--- src/rtl/logic_unit_arbiter.sv ---
// logic_unit_arbiter: round-robin front end for the shared 5-bit logic unit.
// Four requesters post an opcode and two operands. One of them is granted,
// and its operands are latched. The result is computed in a registered stage
// and returned with the owner's ID over a valid/ready handshake.
module logic_unit_arbiter (
    input  logic        clk,
    input  logic        rst_n,
    input  logic [3:0]  req,
    input  logic [7:0]  op_i,
    input  logic [19:0] a_i,
    input  logic [19:0] b_i,
    output logic [3:0]  gnt,
    output logic        res_valid,
    input  logic        res_ready,
    output logic [4:0]  res_data,
    output logic [1:0]  res_id,
    output logic        busy
);

    typedef enum logic [1:0] {
        IDLE = 2'd0,
        EXEC = 2'd1,
        RESP = 2'd2
    } state_t;

    typedef enum logic [1:0] {
        OP_AND = 2'b00,
        OP_OR  = 2'b01,
        OP_XOR = 2'b10,
        OP_NOR = 2'b11
    } op_t;

    state_t     state;
    logic [1:0] rr_ptr;
    logic [1:0] op_q;
    logic [4:0] a_q;
    logic [4:0] b_q;
    logic [1:0] id_q;

    logic       win_found;
    logic [1:0] win_id;
    logic [1:0] sel_op;
    logic [4:0] sel_a;
    logic [4:0] sel_b;

    // The 5-bit bitwise function applied in EXEC.
    function automatic logic [4:0] logic_fn(input logic [1:0] op,
                                            input logic [4:0] a,
                                            input logic [4:0] b);
        unique case (op_t'(op))
            OP_AND:  return a & b;
            OP_OR:   return a | b;
            OP_XOR:  return a ^ b;
            default: return ~(a | b);
        endcase
    endfunction

    // Round-robin search, starting just after the last served requester and
    // ending at that requester itself.
    always_comb begin
        logic [1:0] cand;
        // NOTE: every variable assigned here gets a default first; a path that
        // skips an assignment would otherwise infer a latch.
        win_found = 1'b0;
        win_id    = 2'd0;
        cand      = 2'd0;
        for (int k = 1; k <= 4; k++) begin
            cand = rr_ptr + 2'(k);
            if (!win_found && req[cand]) begin
                win_found = 1'b1;
                win_id    = cand;
            end
        end
    end

    // Select the winner's opcode and operand slices.
    always_comb begin
        sel_op = op_i[1:0];
        sel_a  = a_i[4:0];
        sel_b  = b_i[4:0];
        unique case (win_id)
            2'd0: begin sel_op = op_i[1:0]; sel_a = a_i[4:0];   sel_b = b_i[4:0];   end
            2'd1: begin sel_op = op_i[3:2]; sel_a = a_i[9:5];   sel_b = b_i[9:5];   end
            2'd2: begin sel_op = op_i[5:4]; sel_a = a_i[14:10]; sel_b = b_i[14:10]; end
            default: begin sel_op = op_i[7:6]; sel_a = a_i[19:15]; sel_b = b_i[19:15]; end
        endcase
    end

    // Sequencer: grant and latch in IDLE, compute in EXEC, hold until accepted in RESP.
    always_ff @(posedge clk or negedge rst_n) begin
        if (!rst_n) begin
            state     <= IDLE;
            rr_ptr    <= 2'd3;
            gnt       <= 4'b0000;
            res_valid <= 1'b0;
            res_data  <= 5'b00000;
            res_id    <= 2'd0;
            op_q      <= 2'd0;
            a_q       <= 5'd0;
            b_q       <= 5'd0;
            id_q      <= 2'd0;
        end else begin
            // NOTE: non-blocking assignments keep every register update in this
            // block based on the values from before the edge.
            gnt <= 4'b0000;
            unique case (state)
                IDLE: begin
                    if (win_found) begin
                        op_q  <= sel_op;
                        a_q   <= sel_a;
                        b_q   <= sel_b;
                        id_q  <= win_id;
                        gnt   <= 4'b0001 << win_id;
                        state <= EXEC;
                    end
                end
                EXEC: begin
                    res_data  <= logic_fn(op_q, a_q, b_q);
                    res_id    <= id_q;
                    res_valid <= 1'b1;
                    state     <= RESP;
                end
                RESP: begin
                    // Priority rotates only when the result is actually taken.
                    if (res_ready) begin
                        res_valid <= 1'b0;
                        rr_ptr    <= res_id;
                        state     <= IDLE;
                    end
                end
                default: state <= IDLE;
            endcase
        end
    end

    assign busy = (state != IDLE);

endmodule

--- config.mk ---
export PLATFORM = sky130hd
export DESIGN_NAME = logic_unit_arbiter
export DESIGN_NICKNAME = d
export VERILOG_FILES = /design/src/rtl/logic_unit_arbiter.sv
export SDC_FILE = /design/constraint.sdc
export NUM_CORES = 1
export LEC_CHECK = 0
export ABC_AREA = 1
export BUFFER_PORTS_ARGS = -buffer_cell sky130_fd_sc_hd__buf_4
export CORE_ASPECT_RATIO = 1.75
export CORE_MARGIN = 2
export CORE_UTILIZATION = 48
export CTS_CLUSTER_DIAMETER = 40
export DETAILED_ROUTE_END_ITERATION = 10
export HOLD_SLACK_MARGIN = 0.03
export PLACE_DENSITY = 0.81
export SYNTH_ARGS = -nofsm -noshare
export SYNTH_HDL_FRONTEND = slang
export SYNTH_SLANG_ARGS = --single-unit
--- constraint.sdc ---
create_clock -name clk -period 2 [get_ports clk]
set_input_delay 0.1 -clock clk [delete_from_list [all_inputs] [get_ports clk]]
set_output_delay 0.1 -clock clk [all_outputs]
set_load 0.1 [all_outputs]
==> out/qor.yml <==
outcome: "finished, violations left"
violations: "setup timing"
grt_pass1_wl_um: 8335
cts_tree: "done"
period_share: 1.050
tns_ps: -796.9
synth_seq_area_share: 0.3363
drive_above_1_share: 0.3883
synthesis.nets: 362
clkTransAtPathRegs_ps: 60
vias: 2192
cts_htree_levels: 2
pre_cts_slack_ps: -19.67
period_needed_ps: 2101
ys.flop_type: "dfrtp_1"
max_slew_margin: 0.7536
synth_area_per_cell_um2: 7.541
synth_warnings: 0
synth-seq-cells: 30
grt_pass1_vias: 2001
design.core.area_um2: 4444
grtUsageTotal: 0.1979
clock_latency_ps: 290
setup_ws_ps: -100.9
hold_violations: 0
chipHeight_um: 94.36
crit_family: "simple AND/OR/NAND/NOR gates"
path_max_fanout: 7
finalWirelength_um: 5458
clkSinkCount: 30
setup_violations: 12
critPathMaxStageDelay_ps: 550
required_ps: 2180
clock.fmax_ghz: 0.4760
fin_skew_ps: 4.022
synth_edf_count: 0
portBuffers: 67
worst_setup_path_end_kind: "flop"
ant_nets: 0
crit_top_cell: "nand2_1"
firstDrtPassIters: 4
drt_iter0_drc: 47
pin_count: 68
cts_buffers: 5
gp_routability_congestion: 0.8326
dp_hpwl_um: 3853
ys_async_sr_fraction: 1.000
p_leak_nw: 1.646
power.density_nw_per_um2: 2074
arrival_ps: 2280
path_buf_inv: 2
slew_viol_final: 0
dieWidth_um: 55.64
routed_via_density: 5.133
path_cells: "buf_12, nand2_1, nand2_1, nand2_1, nand2_1, nand4_1, nand3_4, nand2_8, clkbuf_16, nand3_1, nand3_1, nand2_1, nand2_1"
syn_to_final_growth_pct: 40.33
synthDistinctLibCells: 36
drc: 0
syn_inst: 297
fin_nets: 440
multi_input_area_um2: 1323
diodes: 0
num-fill-cells: 350
maxCapViolations: 0
regArea_um2: 753.2
start_util: 0.5039
path_class: "reg -> reg"
die_area_um2: 5250
rsz0062_at_grt: "true"
max-vdd-ir-drop_mv: 1.568
root_buffer: "clkbuf_8"
slowest_stage: "dfstp_2"
wire_per_inst_um: 12.78
clockBufferDepth: 2
startpoint_type: "flop"
grt-ovfl-total: 0
synth_area_um2: 2240
antenna_found_initial: 0
min_path_type: "in -> reg"
rows: 32
grt_max_degree: 31
tightest_slew_ps: 369.6
worst paths after layout:
check | endpoint | cells after the start | from | slack (ps)
worst max-delay path | a_q[2] | 13 | rr_ptr[0] | -100
worst min-delay path | b_q[4] | 5 | b_i[14] | 130
worst max register to register | a_q[2] | 13 | rr_ptr[0] | -100
worst min register to register | res_valid | 2 | res_valid | 480
max in group asynchronous | rr_ptr[0] | 2 | rst_n | 1420
min in group asynchronous | res_id[1] | 2 | rst_n | 270
registers in the layout, indices dropped and copies added (netlist names):
name and flops:
res_valid 1, state 2, b_q 5, rr_ptr 2
res_id 2, a_q 5, res_data 5, gnt 4
op_q 2, id_q 2
layout by cell type, fill, tap and decap left out, types with 2 or more instances in the layout:
master	n
a21oi_1	13
a21oi_2	2
a221oi_1	3
buf_12	4
buf_4	72
clkbuf_16	3
clkbuf_8	6
dfrtp_1	28
dfstp_2	2
dlygate4sd3_1	2
ha_1	10
inv_1	36
inv_8	2
nand2_1	82
nand2_2	11
nand2_4	6
nand2_8	2
nand3_1	25
nand3_2	13
nand3_4	3
nor2_1	7
nor2_4	2
nor3_1	2
o21ai_0	14
o21ai_2	8
o311ai_0	2
o31ai_1	3
cells by family after synthesis:
| group | count (synthesis) | synth area share |
|---|---|---|
| flip-flops | 30 | 0.3363 |
| buffers and inverters | 54 | 0.1291 |
| AND/OR/NAND/NOR | 157 | 0.3508 |
| AO/OA/AOI/OAI | 46 | 0.1279 |
| adder cells (fa/ha/maj) | 10 | 0.05587 |
area by class of cell:
type                            instances  area share
Clock buffer                            6     0.02627
Tap cell                               51     0.02030
Inverter                               41     0.05613
Timing Repair Buffer                   83      0.2329
Clock inverter                          2    0.003981
Sequential cell                        30      0.2396
Multi-Input combinational cell        214      0.4208
power breakdown:
group,internal (mW),switching (mW),total [mW]
combinational,1.83,3.09,4.92
sequential,0.893,0.195,1.09
clock,0.276,0.234,0.510
tightest hold or removal path: stages:
cell and delay (ps):
buf_4 80, o21ai_2 50, nand3_2 60, nand2_1 40
nand2_1 50
what timing repair did:
action,in CTS,in global routing
gates resized for setup,3,30
hold endpoints to repair,29,0
cloned,1,3
buffers inserted,2,5
pin swaps,1,17
endpoints found under the setup margin,3,14
hold buffers,2,0
through the flow:
step	total power, mW	area [um^2]	cells	hold WS (ps)	utilization
after floorplan	4.540	2240	297	-195.6	-
after global placement	5.071	2751	406	42.43	0.6191
after detailed placement	5.171	2751	406	48.54	0.6191
after CTS	5.813	2903	419	121.2	0.6532
after global routing	7.021	3143	427	155.0	0.7072
final	6.519	3143	427	133.0	0.7072
synth_stat cells (5+ instances only):
master,instances,share of area
nand2_1,89,0.15
dfrtp_1,28,0.31
inv_1,36,0.060
nand2_2,7,0.020
nand3_1,35,0.078
o21ai_0,15,0.034
a21oi_1,14,0.031
nor2_1,7,0.012
nand3_2,5,0.022
o21ai_2,7,0.027
ha_1,10,0.056
metal layers:
metal,up-vias,global-route usage,share of wire
met1,986,0.2177,0.38
met5,-,0,0
met2,73,0.3690,0.56
li1,1118,-,-
met3,15,0.02877,0.041
met4,0,0.09146,0.027
(Power assumes the default switching activity.)
